## config.mk

```make
export PLATFORM = sky130hd
export DESIGN_NAME = rr_burst_sched_flat
export DESIGN_NICKNAME = d
export VERILOG_FILES = /design/src/rtl/rr_burst_sched_pkg.sv /design/src/rtl/rr_burst_sched_if.sv /design/src/rtl/rr_burst_sched_pick.sv /design/src/rtl/rr_burst_sched.sv /design/src/flat_wrapper.sv
export SDC_FILE = /design/constraint.sdc
export NUM_CORES = 1
export LEC_CHECK = 0
export ABC_AREA = 0
export ABC_CLOCK_PERIOD_IN_PS = 4500
export BUFFER_PORTS_ARGS = -buffer_cell sky130_fd_sc_hd__buf_4
export CORE_MARGIN = 2
export CORE_UTILIZATION = 50
export CTS_CLUSTER_DIAMETER = 60
export DETAILED_ROUTE_END_ITERATION = 10
export GPL_TIMING_DRIVEN = 0
export PLACE_DENSITY = 0.71
export SYNTH_ARGS = -nofsm -noshare
export SYNTH_HDL_FRONTEND = slang
export SYNTH_SLANG_ARGS = --single-unit
```

## constraint.sdc

```tcl
create_clock -name clk -period 4.5 [get_ports clk]
set_clock_uncertainty 0.05 [all_clocks]
set_input_delay 0.225 -clock clk [delete_from_list [all_inputs] [get_ports clk]]
set_output_delay 0.225 -clock clk [all_outputs]
set_load 0.005 [all_outputs]
```

## src/rtl/rr_burst_sched_pkg.sv

```systemverilog
// Shared arbiter types and the rotate-priority search used by the
// round-robin schedulers in this block family.
package rr_burst_sched_pkg;

  typedef enum logic {
    IDLE = 1'b0,
    OWN  = 1'b1
  } sched_state_t;

  // Widest requester vector the shared search handles.
  localparam int RR_MAX_N = 32;
  localparam int RR_IDX_W = 5;

  typedef struct packed {
    logic                found;
    logic [RR_IDX_W-1:0] idx;
  } rr_pick_t;

  // First set bit of req scanning ptr, ptr+1, ... wrapping at n-1 -> 0.
  // Offsets are walked from the far end so the nearest hit is written last.
  function automatic rr_pick_t rr_next(input logic [RR_MAX_N-1:0] req,
                                       input int n, input int ptr);
    rr_pick_t res;
    int       j;
    res = '0;
    for (int off = RR_MAX_N - 1; off >= 0; off--) begin
      if (off < n) begin
        j = ptr + off;
        if (j >= n) j = j - n;
        if (req[j[RR_IDX_W-1:0]]) begin
          res.found = 1'b1;
          res.idx   = j[RR_IDX_W-1:0];
        end
      end
    end
    return res;
  endfunction

endpackage

```

## src/rtl/rr_burst_sched_if.sv

```systemverilog
// Requester/resource side of the burst scheduler. The master side drives
// requests and beat handshakes; the scheduler (slave) returns the grant.
interface rr_burst_sched_if #(
  parameter int N  = 8,
  parameter int LN = $clog2(N)
);
  logic          clk_en;
  logic [N-1:0]  req;
  logic          beat_ack;
  logic          beat_last;
  logic          grant_valid;
  logic [LN-1:0] grant_idx;
  logic [N-1:0]  grant_oh;
  logic          burst_end;

  modport master (
    output clk_en, req, beat_ack, beat_last,
    input  grant_valid, grant_idx, grant_oh, burst_end
  );

  modport slave (
    input  clk_en, req, beat_ack, beat_last,
    output grant_valid, grant_idx, grant_oh, burst_end
  );
endinterface

```

## src/rtl/rr_burst_sched_pick.sv

```systemverilog
// Combinational rotate-priority encoder: first requester at or after ptr.
module rr_pick
  import rr_burst_sched_pkg::*;
#(
  parameter int N  = 8,
  parameter int LN = $clog2(N)
) (
  input  logic [N-1:0]  req_i,
  input  logic [LN-1:0] ptr_i,
  output logic [LN-1:0] idx_o,
  output logic          found_o
);

  logic [RR_MAX_N-1:0] req_ext;
  rr_pick_t            pick;

  // Widen the request vector to the shared search width and pick.
  always_comb begin
    req_ext         = '0;
    req_ext[N-1:0]  = req_i;
    pick            = rr_next(req_ext, N, int'(ptr_i));
    idx_o           = LN'(pick.idx);
    found_o         = pick.found;
  end

endmodule

```

## src/rtl/rr_burst_sched.sv

```systemverilog
// Round-robin burst scheduler: one owner at a time holds the shared
// resource for up to MAX_BURST accepted beats, then priority rotates.
//
// state | meaning
// IDLE  | no owner; pick next requester from the rotating pointer
// OWN   | grant_idx owns the resource; counting accepted beats
module rr_burst_sched
  import rr_burst_sched_pkg::*;
#(
  parameter int N         = 8,
  parameter int MAX_BURST = 4,
  parameter int LN        = $clog2(N),
  parameter int BW        = $clog2(MAX_BURST) + 1
) (
  input  logic             clk,
  input  logic             rst,
  rr_burst_sched_if.slave  bus
);

  sched_state_t  state_q, state_d;
  logic [LN-1:0] ptr_q, ptr_d;
  logic [LN-1:0] grant_idx_q, grant_idx_d;
  logic [N-1:0]  grant_oh_q, grant_oh_d;
  logic          grant_valid_q, grant_valid_d;
  logic [BW-1:0] cnt_q, cnt_d;
  logic [LN-1:0] pick_idx;
  logic          pick_found;
  logic          owner_req;
  logic          last_beat;
  logic          burst_end_c;

  rr_pick #(.N(N), .LN(LN)) u_pick (
    .req_i   (bus.req),
    .ptr_i   (ptr_q),
    .idx_o   (pick_idx),
    .found_o (pick_found)
  );

  // Next-state and release decision; nothing moves while clk_en is low.
  // Owner dropping its request wins over a beat in the same cycle.
  always_comb begin
    state_d       = state_q;
    ptr_d         = ptr_q;
    grant_idx_d   = grant_idx_q;
    grant_oh_d    = grant_oh_q;
    grant_valid_d = grant_valid_q;
    cnt_d         = cnt_q;
    burst_end_c   = 1'b0;
    owner_req     = bus.req[grant_idx_q];
    last_beat     = bus.beat_ack &&
                    (bus.beat_last || (cnt_q == BW'(MAX_BURST - 1)));
    if (bus.clk_en) begin
      case (state_q)
        IDLE: begin
          grant_valid_d = 1'b0;
          grant_oh_d    = '0;
          if (pick_found) begin
            grant_idx_d   = pick_idx;
            grant_oh_d    = N'(1) << pick_idx;
            grant_valid_d = 1'b1;
            cnt_d         = '0;
            state_d       = OWN;
          end
        end
        OWN: begin
          if (!owner_req || last_beat) begin
            state_d       = IDLE;
            grant_valid_d = 1'b0;
            grant_oh_d    = '0;
            ptr_d         = (grant_idx_q == LN'(N - 1)) ? '0 : grant_idx_q + 1'b1;
            // A reset landing on the release cycle suppresses the pulse.
            burst_end_c   = !rst;
          end else if (bus.beat_ack) begin
            cnt_d = cnt_q + 1'b1;
          end
        end
        default: state_d = IDLE;
      endcase
    end
  end

  // State and registered outputs with synchronous reset.
  always_ff @(posedge clk) begin
    if (rst) begin
      state_q       <= IDLE;
      ptr_q         <= '0;
      grant_idx_q   <= '0;
      grant_oh_q    <= '0;
      grant_valid_q <= 1'b0;
      cnt_q         <= '0;
    end else begin
      state_q       <= state_d;
      ptr_q         <= ptr_d;
      grant_idx_q   <= grant_idx_d;
      grant_oh_q    <= grant_oh_d;
      grant_valid_q <= grant_valid_d;
      cnt_q         <= cnt_d;
    end
  end

  assign bus.grant_valid = grant_valid_q;
  assign bus.grant_idx   = grant_idx_q;
  assign bus.grant_oh    = grant_oh_q;
  assign bus.burst_end   = burst_end_c;

endmodule

```

## src/flat_wrapper.sv

```systemverilog
// flat-port wrapper written by rule: the top's interface ports become plain ports
module rr_burst_sched_flat import rr_burst_sched_pkg::*;
#(
  parameter int N         = 8,
  parameter int MAX_BURST = 4,
  parameter int LN        = $clog2(N),
  parameter int BW        = $clog2(MAX_BURST) + 1
)
  (clk, rst, bus_clk_en, bus_req, bus_beat_ack, bus_beat_last, bus_grant_valid, bus_grant_idx, bus_grant_oh, bus_burst_end);
  rr_burst_sched_if #(.N(N), .LN(LN)) bus_i ();
  input  logic clk;
  input  logic rst;
  input wire logic [$bits(bus_i.clk_en)-1:0] bus_clk_en;
  input wire logic [$bits(bus_i.req)-1:0] bus_req;
  input wire logic [$bits(bus_i.beat_ack)-1:0] bus_beat_ack;
  input wire logic [$bits(bus_i.beat_last)-1:0] bus_beat_last;
  output wire logic [$bits(bus_i.grant_valid)-1:0] bus_grant_valid;
  output wire logic [$bits(bus_i.grant_idx)-1:0] bus_grant_idx;
  output wire logic [$bits(bus_i.grant_oh)-1:0] bus_grant_oh;
  output wire logic [$bits(bus_i.burst_end)-1:0] bus_burst_end;
  assign bus_i.clk_en = bus_clk_en;
  assign bus_i.req = bus_req;
  assign bus_i.beat_ack = bus_beat_ack;
  assign bus_i.beat_last = bus_beat_last;
  assign bus_grant_valid = bus_i.grant_valid;
  assign bus_grant_idx = bus_i.grant_idx;
  assign bus_grant_oh = bus_i.grant_oh;
  assign bus_burst_end = bus_i.burst_end;
  rr_burst_sched #(.N(N), .MAX_BURST(MAX_BURST), .LN(LN), .BW(BW)) u_core (.clk(clk), .rst(rst), .bus(bus_i));
endmodule
```

==> flow_summary_export.csv <==
group,metric,value,unit
sta,finalHoldViolations,0,
cts,clock_sinks,19,
power_and_ir_drop,total_power,485,µW
sta,finalCriticalPeriod,4.14,ns
power_and_ir_drop,p_comb_share,38.3,%
sta,relSlewSlack,62.8,%
power_and_ir_drop,internal_power,327,µW
sta,tightest_slew,0.558,ns
route,via_count,1728,
global_route,antenna_found_initial,0,
global_route,grt_pass1_vias,1599,
sta,fmax,0.241,GHz
synthesis,ys_dominant_reg_cell,"dfxtp_1",
power_and_ir_drop,power.leakage,0.000923,µW
die,fp-row-count,22,
final_layout,fin_area,0.00228,mm²
global_route,grt_pass1_wl,8.11,mm
route,dr.pass1.iters,4,
final_layout,drive_above_1_share,28.8,%
worst_setup_path,crit_fanout,11,
die,die_h,67.1,µm
synthesis,synth_edf_count,0,
synthesis,ys_top_cells_by_count,"dfxtp_1 (19), mux4_2 (16), nand2_1 (16), nor2_1 (13), mux2i_1 (11)",
sta,fin_ws,0.358,ns
worst_hold_path,hold_path_end,"u_core.bus.grant_valid",
cts,cts_resized,0,
power_and_ir_drop,p_sw,158,µW
synthesis,synth_top_area_cell,"dfxtp_1",
placement,dp_slack,0.420,ns
synthesis,synth.avg_cell_area,9.90,µm²
synthesis,synthDistinctLibCells,62,
worst_hold_path,hp-class,"in -> reg",
placement,dpl_cell_area,0.00223,mm²
route,vias_per_cell,6.24,
cts,clockBufferDepth,2,
cts,cts_tree,"built",
die,num_io_pins,26,
final_layout,num_antenna_cells,0,
cts,clk_pin_slew,0.07,ns
synthesis,synth_top_area_share,19.1,%
sta,setup_viol,0,
worst_setup_path,r2r_start,"u_core.ptr_q[1]",
power_and_ir_drop,clkPwrFrac,24.0,%
sta,final_max_slew_viol_count,0,
worst_setup_path,rrSetupSlack,0.36,ns
run_status,outcome,"completed",
worst_setup_path,ff2ff_path_depth,13,
sta,rsz0062_at_grt,"no",
power_and_ir_drop,ir_worst_vdd,0.144,mV
synthesis,synth_seq_cells,19,
final_layout,final_nets,253,
power_and_ir_drop,pwr-share-seq,37.6,%
placement,gp_congestion,0.834,
worst_setup_path,worstPathArrival,4.24,ns
global_route,grtUsageTotal,23.5,%
worst_setup_path,r2r_end,"u_core.bus.grant_oh[5]",
route,ant_nets,0,
final_layout,area_delta_synth_final,14.3,%
worst_hold_path,hp-start,"bus_clk_en",
die,initial_utilization,53.2,%
worst_setup_path,worstSetupStartpointType,"flop",
route,wl_per_cell,17.1,µm
sta,setup_tns,0,ns
cts,postCtsSetupRepairBufs,0,
global_route,grt_max_degree,12,
global_route,grt-ovfl-total,0,
route,drcViolationCount,0,
power_and_ir_drop,switching_share,32.6,%
synthesis,syn_inst,201,
die,die_w,67.1,µm
synthesis,yosysSeqAreaShare,19.1,%
worst_setup_path,critPathRequiredTime,4.60,ns
placement,port_buffers,24,
final_layout,fill_cells,358,
cts,holdBufCountCts,0,
job,maxCapViolations,0,
cts,h-tree-depth,1,
power_and_ir_drop,powerDensity,213,mW/mm²
worst_setup_path,crit_type,"reg -> reg",
route,initialDrtViolationCount,161,
cts,insertion_delay,0.25,ns
synthesis,synthesis.area,0.00199,mm²
cts,clockRootBuffer,"clkbuf_8",
placement,hpwl,3.57,mm
worst_hold_path,min_path_cells,4,
route,drt-total-wl,4.73,mm
die,dieArea,0.00450,mm²
synthesis,yosys-top-cells-area,"dfxtp_1 (19%), mux4_2 (18%), ha_1 (6.3%)",
die,fp.coreArea,0.00374,mm²
sta,fin_crit_sh,92.0,%
cts,numCtsBuffers,3,
synthesis,syn_nets,224,
worst_setup_path,end_kind,"flop",
synthesis,yosysMostFrequentCell,"dfxtp_1",
synthesis,yosys_warnings,0,
synthesis,synth-async-reset-ratio,0,%
[how the worst max path moves through the flow]
stage	startpoint	end	slack [ns]	cells after the start
after floorplan	u_core.ptr_q[0]	u_core.bus.grant_oh[2]	1.0	14
after global placement	u_core.ptr_q[1]	u_core.bus.grant_oh[4]	0.43	13
after detailed placement	u_core.ptr_q[1]	u_core.bus.grant_oh[5]	0.42	13
after CTS	u_core.ptr_q[1]	u_core.bus.grant_oh[5]	0.41	13
after global routing	u_core.ptr_q[1]	u_core.bus.grant_oh[5]	0.20	13
final	u_core.ptr_q[1]	u_core.bus.grant_oh[5]	0.36	13
[registers in the layout, indices dropped and copies added, names as in the netlist]
register	flops
u_core.bus.grant_valid	1
u_core.state_q	1
u_core.cnt_q	3
u_core.bus.grant_idx	3
u_core.bus.grant_oh	8
u_core.ptr_q	3
[critical path, cell delays in order, from the launching register on]
cell,delay (ns)
dfxtp_1,0.47
buf_2,0.32
inv_1,0.13
clkbuf_1,0.27
ha_1,0.35
clkbuf_1,0.35
mux4_2,0.43
or4_1,0.52
a211oi_1,0.33
and3_1,0.22
or3_1,0.10
buf_4,0.16
nor3_1,0.07
a32o_1,0.26
[metrics by stage]
stage	util [%]	cells	hold slack [ns]
final	60.8	277	0.224
after global routing	60.8	277	0.277
after CTS	60.8	277	0.211
after detailed placement	59.6	273	0.393
after global placement	59.6	273	0.389
after floorplan	-	201	0.360
[area by class of cell]
cell class                      instances  area, µm²  share of cell area (%)
Tap cell                               48       60.1                    2.64
Timing Repair Buffer                   24        180                    7.92
Buffer                                 15       93.8                    4.12
Inverter                                9       33.8                    1.48
Clock buffer                            4       45.0                    1.98
Sequential cell                        19        380                    16.7
Multi-Input combinational cell        158       1480                    65.1
[per-layer routing]
metal  vias to the layer above  GRT usage [%]  part of all wire (%)
met5                         -              0                     0
met4                         0           2.55                  0.23
met3                         2           4.22                   6.0
met2                        68           35.4                    45
met1                       814           35.9                    49
li1                        844              -                     -
[power groups by stage]
stage | combinational (µW) | sequential (µW) | clock, µW
final | 186 | 182 | 116
after global routing | 205 | 183 | 129
after CTS | 184 | 182 | 121
after detailed placement | 183 | 186 | 0
after global placement | 182 | 186 | 0
after floorplan | 134 | 185 | 0
[kinds of logic after synthesis]
family / count (synthesis) / share of synthesized area [%]
compound gates: 50 / 20.7
flops: 19 / 19.1
mux: 35 / 29.7
fa+ha+maj: 10 / 6.29
xor+xnor: 2 / 1.82
buf+inv: 24 / 6.41
simple gates: 61 / 16.0
[placed cells by master, fill, tap and decap left out, drive strengths merged, types with 5 or more instances in the layout]
cell,netlist,final
nor2,13,13
mux2i,12,12
o21ai,8,8
nor4,5,5
nand2,16,16
a21oi,6,6
dfxtp,19,19
mux4,17,17
buf,8,32
inv,9,9
mux2,6,6
ha,10,10
clkbuf,7,11
Power figures use the tool's default switching activity.
